`src/rtl/interleaver_bank_sched_if.sv`:
```
// Bus bundle for the two-bank interleaver scheduler: block input handshake,
// bank write controls, and drain-side read controls.
interface interleaver_bank_sched_if;
  // Input side: block framing from the upstream CRC stage
  logic        CRC_start;
  logic        CRC_blocksize;
  logic        CRC_end;
  logic        in_ready;
  // Write side: address and per-bank write enables
  logic [12:0] wr_addr;
  logic        ram1_we;
  logic        ram2_we;
  // Read side: natural-order index, bank select and output qualifiers
  logic [12:0] rd_addr;
  logic        rd_bank;
  logic        rd_blocksize;
  logic        data_ready;
  logic        done;
  logic        err;

  // Block source / consumer of the scheduler controls
  modport master (
    output CRC_start, CRC_blocksize, CRC_end,
    input  in_ready, wr_addr, ram1_we, ram2_we,
    input  rd_addr, rd_bank, rd_blocksize, data_ready, done, err
  );

  // Scheduler itself
  modport slave (
    input  CRC_start, CRC_blocksize, CRC_end,
    output in_ready, wr_addr, ram1_we, ram2_we,
    output rd_addr, rd_bank, rd_blocksize, data_ready, done, err
  );
endinterface

```
`src/rtl/interleaver_bank_sched.sv`:
```
// Ping-pong bank scheduler for a block interleaver. Blocks are written into
// alternating RAM banks in natural order while the previously filled bank is
// drained; the read index goes to an external permutation table. A small
// pipeline tags every issued read with its bank/size so the output mux and
// data_ready/done stay aligned with the RAM read latency.
module interleaver_bank_sched #(
  parameter int SMALL_K = 1056,
  parameter int LARGE_K = 6144,
  parameter int RD_LAT  = 1
) (
  input  logic                    clk,
  input  logic                    reset,
  interleaver_bank_sched_if.slave bus
);

  typedef enum logic [1:0] {
    EMPTY = 2'd0,
    FILL  = 2'd1,
    FULL  = 2'd2,
    DRAIN = 2'd3
  } bank_state_e;

  localparam logic [12:0] SMALL_LAST = 13'(SMALL_K - 1);
  localparam logic [12:0] LARGE_LAST = 13'(LARGE_K - 1);

  // Per-bank state and stored block size
  bank_state_e bank_q [2];
  bank_state_e bank_d [2];
  logic [1:0]  size_q, size_d;

  // Write pointer alternates on every successful fill; read pointer follows
  // the same order so the oldest FULL bank is always the one it points at.
  logic        wr_ptr_q, wr_ptr_d;
  logic        rd_ptr_q, rd_ptr_d;
  logic [12:0] wr_cnt_q, wr_cnt_d;
  logic [12:0] rd_cnt_q, rd_cnt_d;

  // Bank/size of the most recent drain, shown when no read is in flight
  logic        cur_bank_q, cur_bank_d;
  logic        cur_size_q, cur_size_d;
  logic        err_q, err_d;

  // Read-latency pipeline: valid, bank, size and last-bit tag per stage
  logic [RD_LAT-1:0] pv_q, pv_d;
  logic [RD_LAT-1:0] pb_q, pb_d;
  logic [RD_LAT-1:0] ps_q, ps_d;
  logic [RD_LAT-1:0] pl_q, pl_d;

  logic        filling;
  logic        draining;
  logic        drain_bank;
  logic [12:0] drain_last;
  logic        drain_end;
  logic        drain_start;
  logic        in_ready;
  logic        start_ok;
  logic        start_bad;
  logic        writing;
  logic        w_size;
  logic [12:0] w_addr;
  logic [12:0] w_last;
  logic        at_last;
  logic        fill_ok;
  logic        fill_bad;
  logic        out_bank;
  logic        out_size;

  // Decode bank status and classify this cycle's write-side events
  always_comb begin
    filling     = (bank_q[0] == FILL)  || (bank_q[1] == FILL);
    draining    = (bank_q[0] == DRAIN) || (bank_q[1] == DRAIN);
    drain_bank  = (bank_q[1] == DRAIN);
    drain_last  = size_q[drain_bank] ? LARGE_LAST : SMALL_LAST;
    drain_end   = draining && (rd_cnt_q == drain_last);
    // A drain issuing its last index counts as finished so the next FULL
    // bank can follow without a bubble.
    drain_start = (bank_q[rd_ptr_q] == FULL) && (!draining || drain_end);
    // The pointed-at bank is free if it is EMPTY now or becomes EMPTY next.
    in_ready    = reset && ((bank_q[wr_ptr_q] == EMPTY) ||
                            ((bank_q[wr_ptr_q] == DRAIN) && drain_end));
    start_ok    = bus.CRC_start && in_ready;
    start_bad   = reset && bus.CRC_start && !in_ready;
    writing     = start_ok || filling;
    w_size      = start_ok ? bus.CRC_blocksize : size_q[wr_ptr_q];
    w_addr      = start_ok ? 13'd0 : wr_cnt_q;
    w_last      = w_size ? LARGE_LAST : SMALL_LAST;
    at_last     = (w_addr == w_last);
    fill_ok     = writing && bus.CRC_end && at_last;
    // CRC_end off the last address, or the last address without CRC_end
    fill_bad    = writing && (bus.CRC_end != at_last);
  end

  // Next-state for banks, pointers, counters and the read pipeline
  always_comb begin
    bank_d     = bank_q;
    size_d     = size_q;
    wr_ptr_d   = wr_ptr_q;
    rd_ptr_d   = rd_ptr_q;
    wr_cnt_d   = wr_cnt_q;
    rd_cnt_d   = rd_cnt_q;
    cur_bank_d = cur_bank_q;
    cur_size_d = cur_size_q;

    if (draining) begin
      if (drain_end) begin
        bank_d[drain_bank] = EMPTY;
        rd_cnt_d           = 13'd0;
      end else begin
        rd_cnt_d = rd_cnt_q + 13'd1;
      end
    end

    if (drain_start) begin
      bank_d[rd_ptr_q] = DRAIN;
      rd_cnt_d         = 13'd0;
      rd_ptr_d         = !rd_ptr_q;
      cur_bank_d       = rd_ptr_q;
      cur_size_d       = size_q[rd_ptr_q];
    end

    // Fill updates come last so a start into a just-drained bank wins
    if (start_ok) begin
      bank_d[wr_ptr_q] = FILL;
      size_d[wr_ptr_q] = bus.CRC_blocksize;
      wr_cnt_d         = 13'd1;
    end else if (filling) begin
      wr_cnt_d = wr_cnt_q + 13'd1;
    end

    if (fill_ok) begin
      bank_d[wr_ptr_q] = FULL;
      wr_ptr_d         = !wr_ptr_q;
      wr_cnt_d         = 13'd0;
    end else if (fill_bad) begin
      bank_d[wr_ptr_q] = EMPTY;
      wr_cnt_d         = 13'd0;
    end

    err_d = start_bad || fill_bad;

    // Stage 0 captures the read issued this cycle; higher stages are older
    pv_d = (pv_q << 1) | RD_LAT'(draining);
    pb_d = (pb_q << 1) | RD_LAT'(drain_bank);
    ps_d = (ps_q << 1) | RD_LAT'(size_q[drain_bank]);
    pl_d = (pl_q << 1) | RD_LAT'(drain_end);
  end

  // Output bank/size follow the oldest read still in flight
  always_comb begin
    out_bank = cur_bank_q;
    out_size = cur_size_q;
    for (int i = 0; i < RD_LAT; i++) begin
      if (pv_q[i]) begin
        out_bank = pb_q[i];
        out_size = ps_q[i];
      end
    end
  end

  // State registers; reset aborts any fill or drain in progress
  always_ff @(posedge clk or negedge reset) begin
    if (!reset) begin
      bank_q[0]  <= EMPTY;
      bank_q[1]  <= EMPTY;
      size_q     <= 2'b00;
      wr_ptr_q   <= 1'b0;
      rd_ptr_q   <= 1'b0;
      wr_cnt_q   <= 13'd0;
      rd_cnt_q   <= 13'd0;
      cur_bank_q <= 1'b0;
      cur_size_q <= 1'b0;
      err_q      <= 1'b0;
      pv_q       <= '0;
      pb_q       <= '0;
      ps_q       <= '0;
      pl_q       <= '0;
    end else begin
      bank_q     <= bank_d;
      size_q     <= size_d;
      wr_ptr_q   <= wr_ptr_d;
      rd_ptr_q   <= rd_ptr_d;
      wr_cnt_q   <= wr_cnt_d;
      rd_cnt_q   <= rd_cnt_d;
      cur_bank_q <= cur_bank_d;
      cur_size_q <= cur_size_d;
      err_q      <= err_d;
      pv_q       <= pv_d;
      pb_q       <= pb_d;
      ps_q       <= ps_d;
      pl_q       <= pl_d;
    end
  end

  assign bus.in_ready     = in_ready;
  assign bus.wr_addr      = w_addr;
  assign bus.ram1_we      = writing && !wr_ptr_q;
  assign bus.ram2_we      = writing && wr_ptr_q;
  assign bus.rd_addr      = rd_cnt_q;
  assign bus.rd_bank      = out_bank;
  assign bus.rd_blocksize = out_size;
  assign bus.data_ready   = pv_q[RD_LAT-1];
  assign bus.done         = pv_q[RD_LAT-1] && pl_q[RD_LAT-1];
  assign bus.err          = err_q;

endmodule

```
`src/flat_wrapper.sv`:
```
// flat-port wrapper written by rule: the top's interface ports become plain ports
module interleaver_bank_sched_flat 
#(
  parameter int SMALL_K = 1056,
  parameter int LARGE_K = 6144,
  parameter int RD_LAT  = 1
)
  (clk, reset, bus_CRC_start, bus_CRC_blocksize, bus_CRC_end, bus_in_ready, bus_wr_addr, bus_ram1_we, bus_ram2_we, bus_rd_addr, bus_rd_bank, bus_rd_blocksize, bus_data_ready, bus_done, bus_err);
  interleaver_bank_sched_if bus_i ();
  input  logic clk;
  input  logic reset;
  input wire logic [$bits(bus_i.CRC_start)-1:0] bus_CRC_start;
  input wire logic [$bits(bus_i.CRC_blocksize)-1:0] bus_CRC_blocksize;
  input wire logic [$bits(bus_i.CRC_end)-1:0] bus_CRC_end;
  output wire logic [$bits(bus_i.in_ready)-1:0] bus_in_ready;
  output wire logic [$bits(bus_i.wr_addr)-1:0] bus_wr_addr;
  output wire logic [$bits(bus_i.ram1_we)-1:0] bus_ram1_we;
  output wire logic [$bits(bus_i.ram2_we)-1:0] bus_ram2_we;
  output wire logic [$bits(bus_i.rd_addr)-1:0] bus_rd_addr;
  output wire logic [$bits(bus_i.rd_bank)-1:0] bus_rd_bank;
  output wire logic [$bits(bus_i.rd_blocksize)-1:0] bus_rd_blocksize;
  output wire logic [$bits(bus_i.data_ready)-1:0] bus_data_ready;
  output wire logic [$bits(bus_i.done)-1:0] bus_done;
  output wire logic [$bits(bus_i.err)-1:0] bus_err;
  assign bus_i.CRC_start = bus_CRC_start;
  assign bus_i.CRC_blocksize = bus_CRC_blocksize;
  assign bus_i.CRC_end = bus_CRC_end;
  assign bus_in_ready = bus_i.in_ready;
  assign bus_wr_addr = bus_i.wr_addr;
  assign bus_ram1_we = bus_i.ram1_we;
  assign bus_ram2_we = bus_i.ram2_we;
  assign bus_rd_addr = bus_i.rd_addr;
  assign bus_rd_bank = bus_i.rd_bank;
  assign bus_rd_blocksize = bus_i.rd_blocksize;
  assign bus_data_ready = bus_i.data_ready;
  assign bus_done = bus_i.done;
  assign bus_err = bus_i.err;
  interleaver_bank_sched #(.SMALL_K(SMALL_K), .LARGE_K(LARGE_K), .RD_LAT(RD_LAT)) u_core (.clk(clk), .reset(reset), .bus(bus_i));
endmodule
```
`config.mk`:
```
export PLATFORM = sky130hd
export DESIGN_NAME = interleaver_bank_sched_flat
export DESIGN_NICKNAME = d
export VERILOG_FILES = /design/src/rtl/interleaver_bank_sched_if.sv /design/src/rtl/interleaver_bank_sched.sv /design/src/flat_wrapper.sv
export SDC_FILE = /design/constraint.sdc
export NUM_CORES = 1
export LEC_CHECK = 0
export CORE_UTILIZATION = 54
export DETAILED_ROUTE_END_ITERATION = 8
export HOLD_SLACK_MARGIN = 0.08
export MAX_ROUTING_LAYER = met4
export PLACE_DENSITY = 0.79
export SLEW_MARGIN = 15
export SYNTH_ARGS = -nofsm -noshare
export SYNTH_HDL_FRONTEND = slang
export SYNTH_SLANG_ARGS = --single-unit
```
`constraint.sdc`:
```
create_clock -name clk -period 3.55 [get_ports clk]
set_clock_uncertainty 0.05 [all_clocks]
set_input_delay 1.065 -clock clk [delete_from_list [all_inputs] [get_ports clk]]
set_output_delay 1.065 -clock clk [all_outputs]
set_load 0.02 [all_outputs]
```
# After elaboration in Yosys (flattened, before gate mapping)
# Cells that the tools add are included.
# totals
reg_bits	41
in_bits	5
output_inout_bits	34
word_cells	119
# classes
order_cmp	10
n_bitwise	14
n_mux	40
addsub	2
n_eq_ne	9
reduce_logical	30
# op_table
operator	count
$mux 13	10
$add 13x1->13 const B	2
$eq 13x13->1	2
$mux 4	6
$mux 2	9
$logic_and 1x1->1	17
$mux 1	10
$and 4x4->4	2
$eq 2x2->1 const B	4
$not 4->4	2
$demux 2 s1	3
$ge 2x2->1 const B	3
$logic_or 1x1->1	6
$lt 1x2->1 const B	3
$lt 2x1->1 const B	3
$not 1->2	3
$and 2x2->2	2
$eq 2x1->1 const B	2
$logic_not 1->1	4
$not 2->2	2
$or 2x2->2	2
$or 4x4->4	1
$reduce_bool 4->1	1
$bwmux 2	1
5 further kinds	5

# Longest topological paths before layout
# depth
depth_word	17
depth_mapped	9
ltp_nobuf	7

# Least setup slack after synthesis
# Ideal clock, no wire load.
# synth_path
kind	input -> output
from	input bus_CRC_start
to	output bus_ram1_we
n_path_buf	1
slack_ps	300
required_ps	2435
t_arrival_ps	2135
cell_stages	5
cell_sequence	nand2_1 -> a2111oi_4 -> nor3_1 -> buf_2 -> nor2_1
# synth_via
elab_chain_len	3
# synth_lines
item	line_no	source
start: declaration	flat_wrapper.sv:12	input wire logic [$bits(bus_i.CRC_start)-1:0] bus_CRC_start;
$logic_and 1x1->1	interleaver_bank_sched.sv:81	start_ok = bus.CRC_start && in_ready;
$logic_or 1x1->1	interleaver_bank_sched.sv:83	writing = start_ok || filling;
$logic_and 1x1->1	interleaver_bank_sched.sv:196	assign bus.ram1_we = writing && !wr_ptr_q;
end: declaration	flat_wrapper.sv:17	output wire logic [$bits(bus_i.ram1_we)-1:0] bus_ram1_we;
# No other way between the ends.

# Final worst setup path
# layout_path
from	register u_core.bank_q[1] (netlist name)
to	output bus_ram2_we
# layout_via
elab_chain_len	12
elab_cells_between_ends	20
classes_between	eq/ne (4); mux (6); reduce/logical (10)
# layout_lines
item	line_no	source
start: declaration	interleaver_bank_sched.sv:27	bank_state_e bank_q [2];
start signal: assignment	interleaver_bank_sched.sv:178	bank_q <= bank_d;
$eq 2x2->1	interleaver_bank_sched.sv:71, interleaver_bank_sched.sv:72	
$mux 1 (implied by the code) (2 in series)	interleaver_bank_sched.sv:73	drain_last = size_q[drain_bank] ? LARGE_LAST : SMALL_LAST;
$mux 13	interleaver_bank_sched.sv:73	
$eq 13x13->1	interleaver_bank_sched.sv:74	drain_end = draining && (rd_cnt_q == drain_last);
$logic_and 1x1->1	interleaver_bank_sched.sv:74	
$logic_and 1x1->1	interleaver_bank_sched.sv:80	((bank_q[wr_ptr_q] == DRAIN) && drain_end));
$logic_or 1x1->1	interleaver_bank_sched.sv:79	in_ready = reset && ((bank_q[wr_ptr_q] == EMPTY) ||
$logic_and 1x1->1	interleaver_bank_sched.sv:79	
$logic_and 1x1->1	interleaver_bank_sched.sv:81	
$logic_or 1x1->1 *	interleaver_bank_sched.sv:83	
$logic_and 1x1->1 *	interleaver_bank_sched.sv:197	assign bus.ram2_we = writing && wr_ptr_q;
end: declaration	flat_wrapper.sv:18	output wire logic [$bits(bus_i.ram2_we)-1:0] bus_ram2_we;
# Mark *: on every way between the ends. The rest lies on a longest branch, timed or not. The select of a mux whose other input is x is not followed.

==> summary.txt <==
Worst setup path
  – Type of the worst setup path: flip-flop to output port
  – Crit-path max cell delay: 400 ps
  – CP max stage cell: dfrtp_1
  – Worst path most repeated cell: buf_4
  – R2R depth: 8
  – FF-to-FF Start: u_core.bank_q[1]
  – CP Cell Sequence: a21bo_2, a211o_1, a2111oi_4, buf_4, buf_6, nor3_4, nor2_1, buf_4
  – Reg2Reg Capture Point: u_core.wr_cnt_q[6]
  – Crit path DAT: 2320 ps
  – Critical Path End Type: output port
  – Req. time, crit path: 2430 ps
  – CP Max Fanout: 5
  – Worst Setup Start Kind: flip-flop
  – R2R Setup Slk: 950 ps

STA
  – Final worst path period share: 0.967
  – Final Hold Viols: 0
  – Endpoints failing setup: 0
  – RSZ-0062 raised after global routing: no
  – Maximum clock rate: 291 MHz
  – Min Clock Period, post-route: 3430 ps
  – Worst slew pin tran: 1070 ps
  – Final setup TNS: 0 ps
  – Max-slew violations: 0
  – Relative slew slack: 0.284

Logic synthesis
  – #FFs+latches synth: 41
  – EDFF count, synth: 0
  – Avg Cell Area, Syn: 8.73 µm²
  – Cells after Synth: 292
  – Synth Cell Area: 2550 µm²
  – Fraction of registers with async set/reset: 1.00
  – Register area share after synthesis: 0.403
  – Synthesis Warnings: 0
  – Unique masters post-synth: 56
  – Post-synth top flop: dfrtp_1
  – Post-synthesis net count: 299

Placed design
  – # port buffers: 38
  – Dpl cells: 397
  – GPL Wtd Cong: 0.879
  – HPWL Detailed: 4.59 mm

Hold path
  – HP Start: u_core.cur_bank_q
  – Tightest Hold Check Type: flip-flop to flip-flop
  – Hold EP: u_core.cur_bank_q
  – WHS Path Cells: 1

Die
  – Initial Util: 0.573
  – Chip Height: 70.7 µm
  – Die area: 5000 µm²
  – Top Ports: 39
  – Rows: 24
  – Core Area: 4440 µm²
  – Die width: 70.7 µm

Drt
  – Drt initial violations: 294
  – Wire per inst: 16.1 µm
  – Via Count: 2,534
  – Detailed Route WL: 6.55 mm
  – DRT antenna net count: 0
  – Via/cell ratio: 6.23
  – Drt pass-1 iters: 5
  – DR DRC count: 0

Power and ir drop
  – Combinational power share: 0.257
  – Clock Power Share: 0.315
  – Pwr Total: 1.27 mW
  – VDD IR max: 401 µV
  – Internal power: 0.891 mW
  – P_sw: 0.374 mW
  – Sequential Power Share: 0.429
  – Sw frac: 0.296
  – Power per cell area: 391 nW/µm²
  – Leak Pwr: 1.44 nW

Layout
  – Finished Core Util: 0.727
  – Layout cells sized above 1: 0.223
  – ANT cells: 0
  – Layout net count: 361
  – Layout Area Growth over Synthesis: 26.8%
  – Most frequent cells in the layout: dfrtp_1 (41), buf_4 (34), nand2_1 (30), o21ai_0 (24), nor2_1 (21)
  – Commonest non-fill, non-tap cell in the layout: dfrtp_1
  – Final cell count without fillers: 407

CTS
  – Bufs on Longest Clock Path: 2
  – CTS Root Cell: clkbuf_8
  – Worst-Skew Late Latency: 310 ps
  – Worst-path clk slew: 80 ps
  – TritonCTS Sinks: 41
  – Hold-fix buffers, CTS: 0
  – CTS buffer count: 5
  – H-tree levels: 2
  – CTS tree: built

Global route
  – Vias in the first global route: 2,237
  – Initial antenna violation count: 0
  – Met3 usage: 0.0456
  – GR Util met1: 0.395
  – Tot GR Track Use: 0.291
  – Global Route met2 Usage: 0.437
  – First-pass GRT wire length: 10.9 mm
  – Most Used Layer, Global Route: met2
  – Largest net degree at the start of global routing: 42
  – GR Overflow Total: 0

Outcome
  – Status: completed

Job
  – Max-capacitance violation count: 0
## repair_timing
item / CTS / global route
pin swaps: 2 / 5
resized for setup: 65 / 6
buffers inserted: 2 / 0
endpoints found under the setup margin: 16 / 16
## worst max-delay path: cells and delay by family, from the launching register on
family	cells	cell delay, ps
AO/OA/AOI/OAI	3	1010
buffers and inverters	3	430
flip-flops	1	400
AND/OR/NAND/NOR	2	180
## power groups by stage
stage	sequential (mW)	combinational, mW	clock (mW)
6_report	0.542	0.325	0.398
5_1_grt	0.548	0.350	0.419
3_5_place_dp	0.549	0.327	0
3_3_place_gp	0.547	0.320	0
4_1_cts	0.540	0.323	0.401
2_1_floorplan	0.606	0.0985	0
## Yosys cell counts, types with 2 or more instances
cell type	instances	area, µm²
and3_1	5	31.3
nand4_1	4	25.0
a22o_2	2	20.0
a221o_1	3	30.0
o211ai_1	5	37.5
nor3_1	15	75.1
nand3_1	14	70.1
mux2_2	6	67.6
a21boi_0	2	15.0
a211oi_1	2	15.0
a31oi_1	4	25.0
a22o_1	2	17.5
clkbuf_1	9	33.8
nor4_1	7	43.8
xor2_1	2	17.5
a221o_2	4	45.0
o21ai_0	24	120
nand2_1	31	116
ha_1	2	25.0
o221ai_1	4	35.0
or2_2	2	12.5
a211o_1	2	17.5
a21oi_1	8	40.0
o22ai_1	3	18.8
dfrtp_1	41	1030
or3_1	4	25.0
nor2_1	22	82.6
and2_1	20	125
buf_4	2	15.0
nor4b_1	4	35.0
xnor2_1	3	26.3
inv_1	10	37.5
## worst max-delay path by stage
stage	to	cells past startpoint	start	slack, ps
after floorplan	bus_ram1_we	5	bus_CRC_start	300
after global placement	bus_wr_addr[1]	7	bus_CRC_start	-510
after CTS	bus_ram2_we	8	bus_CRC_start	-20
after detailed placement	bus_wr_addr[6]	7	bus_CRC_start	-530
after global routing	bus_ram2_we	8	u_core.bank_q[1]	20
final	bus_ram2_we	8	u_core.bank_q[1]	120
## flip-flops by register name (all words and copies together) (netlist names), 2 cells and up
signal              cells
u_core.bus.rd_addr     13
u_core.wr_cnt_q        13
u_core.bank_q           4
u_core.size_q           2
## stage by stage
step | cell area (µm²) | hold slack, ps | setup WS, ps
after detailed placement | 3130 | 437 | -527
after CTS | 3210 | 455 | -17.3
after global placement | 3130 | 435 | -513
after global routing | 3230 | 466 | 18.2
after floorplan | 2550 | 412 | 300
final | 3230 | 462 | 116
## layout make-up
| class | instances | area, µm² |
|---|---|---|
| Fill cell | 360 | 1210 |
| Tap cell | 52 | 65.1 |
| Multi-Input combinational cell | 226 | 1430 |
| Clock buffer | 7 | 86.3 |
| Clock inverter | 1 | 30.0 |
| Inverter | 10 | 37.5 |
| Timing Repair Buffer | 70 | 559 |
| Sequential cell | 41 | 1030 |
## layer usage
layer,part of all wire,vias up
met5,0,-
met4,0.016,0
met3,0.051,9
met2,0.48,96
met1,0.45,1228
li1,-,1201
## logic make-up (layout without fill, tap and decap cells)
logic type	after synthesis	in the layout	share of synthesized area
AO/OA/AOI/OAI	75	75	0.214
XOR/XNOR	5	5	0.0172
adder cells (fa/ha/maj)	2	2	0.00982
buffers and inverters	25	88	0.0481
flip-flops	41	41	0.403
multiplexers	7	7	0.0304
AND/OR/NAND/NOR	137	137	0.278
No activity file was read; power rests on OpenSTA's default activity.
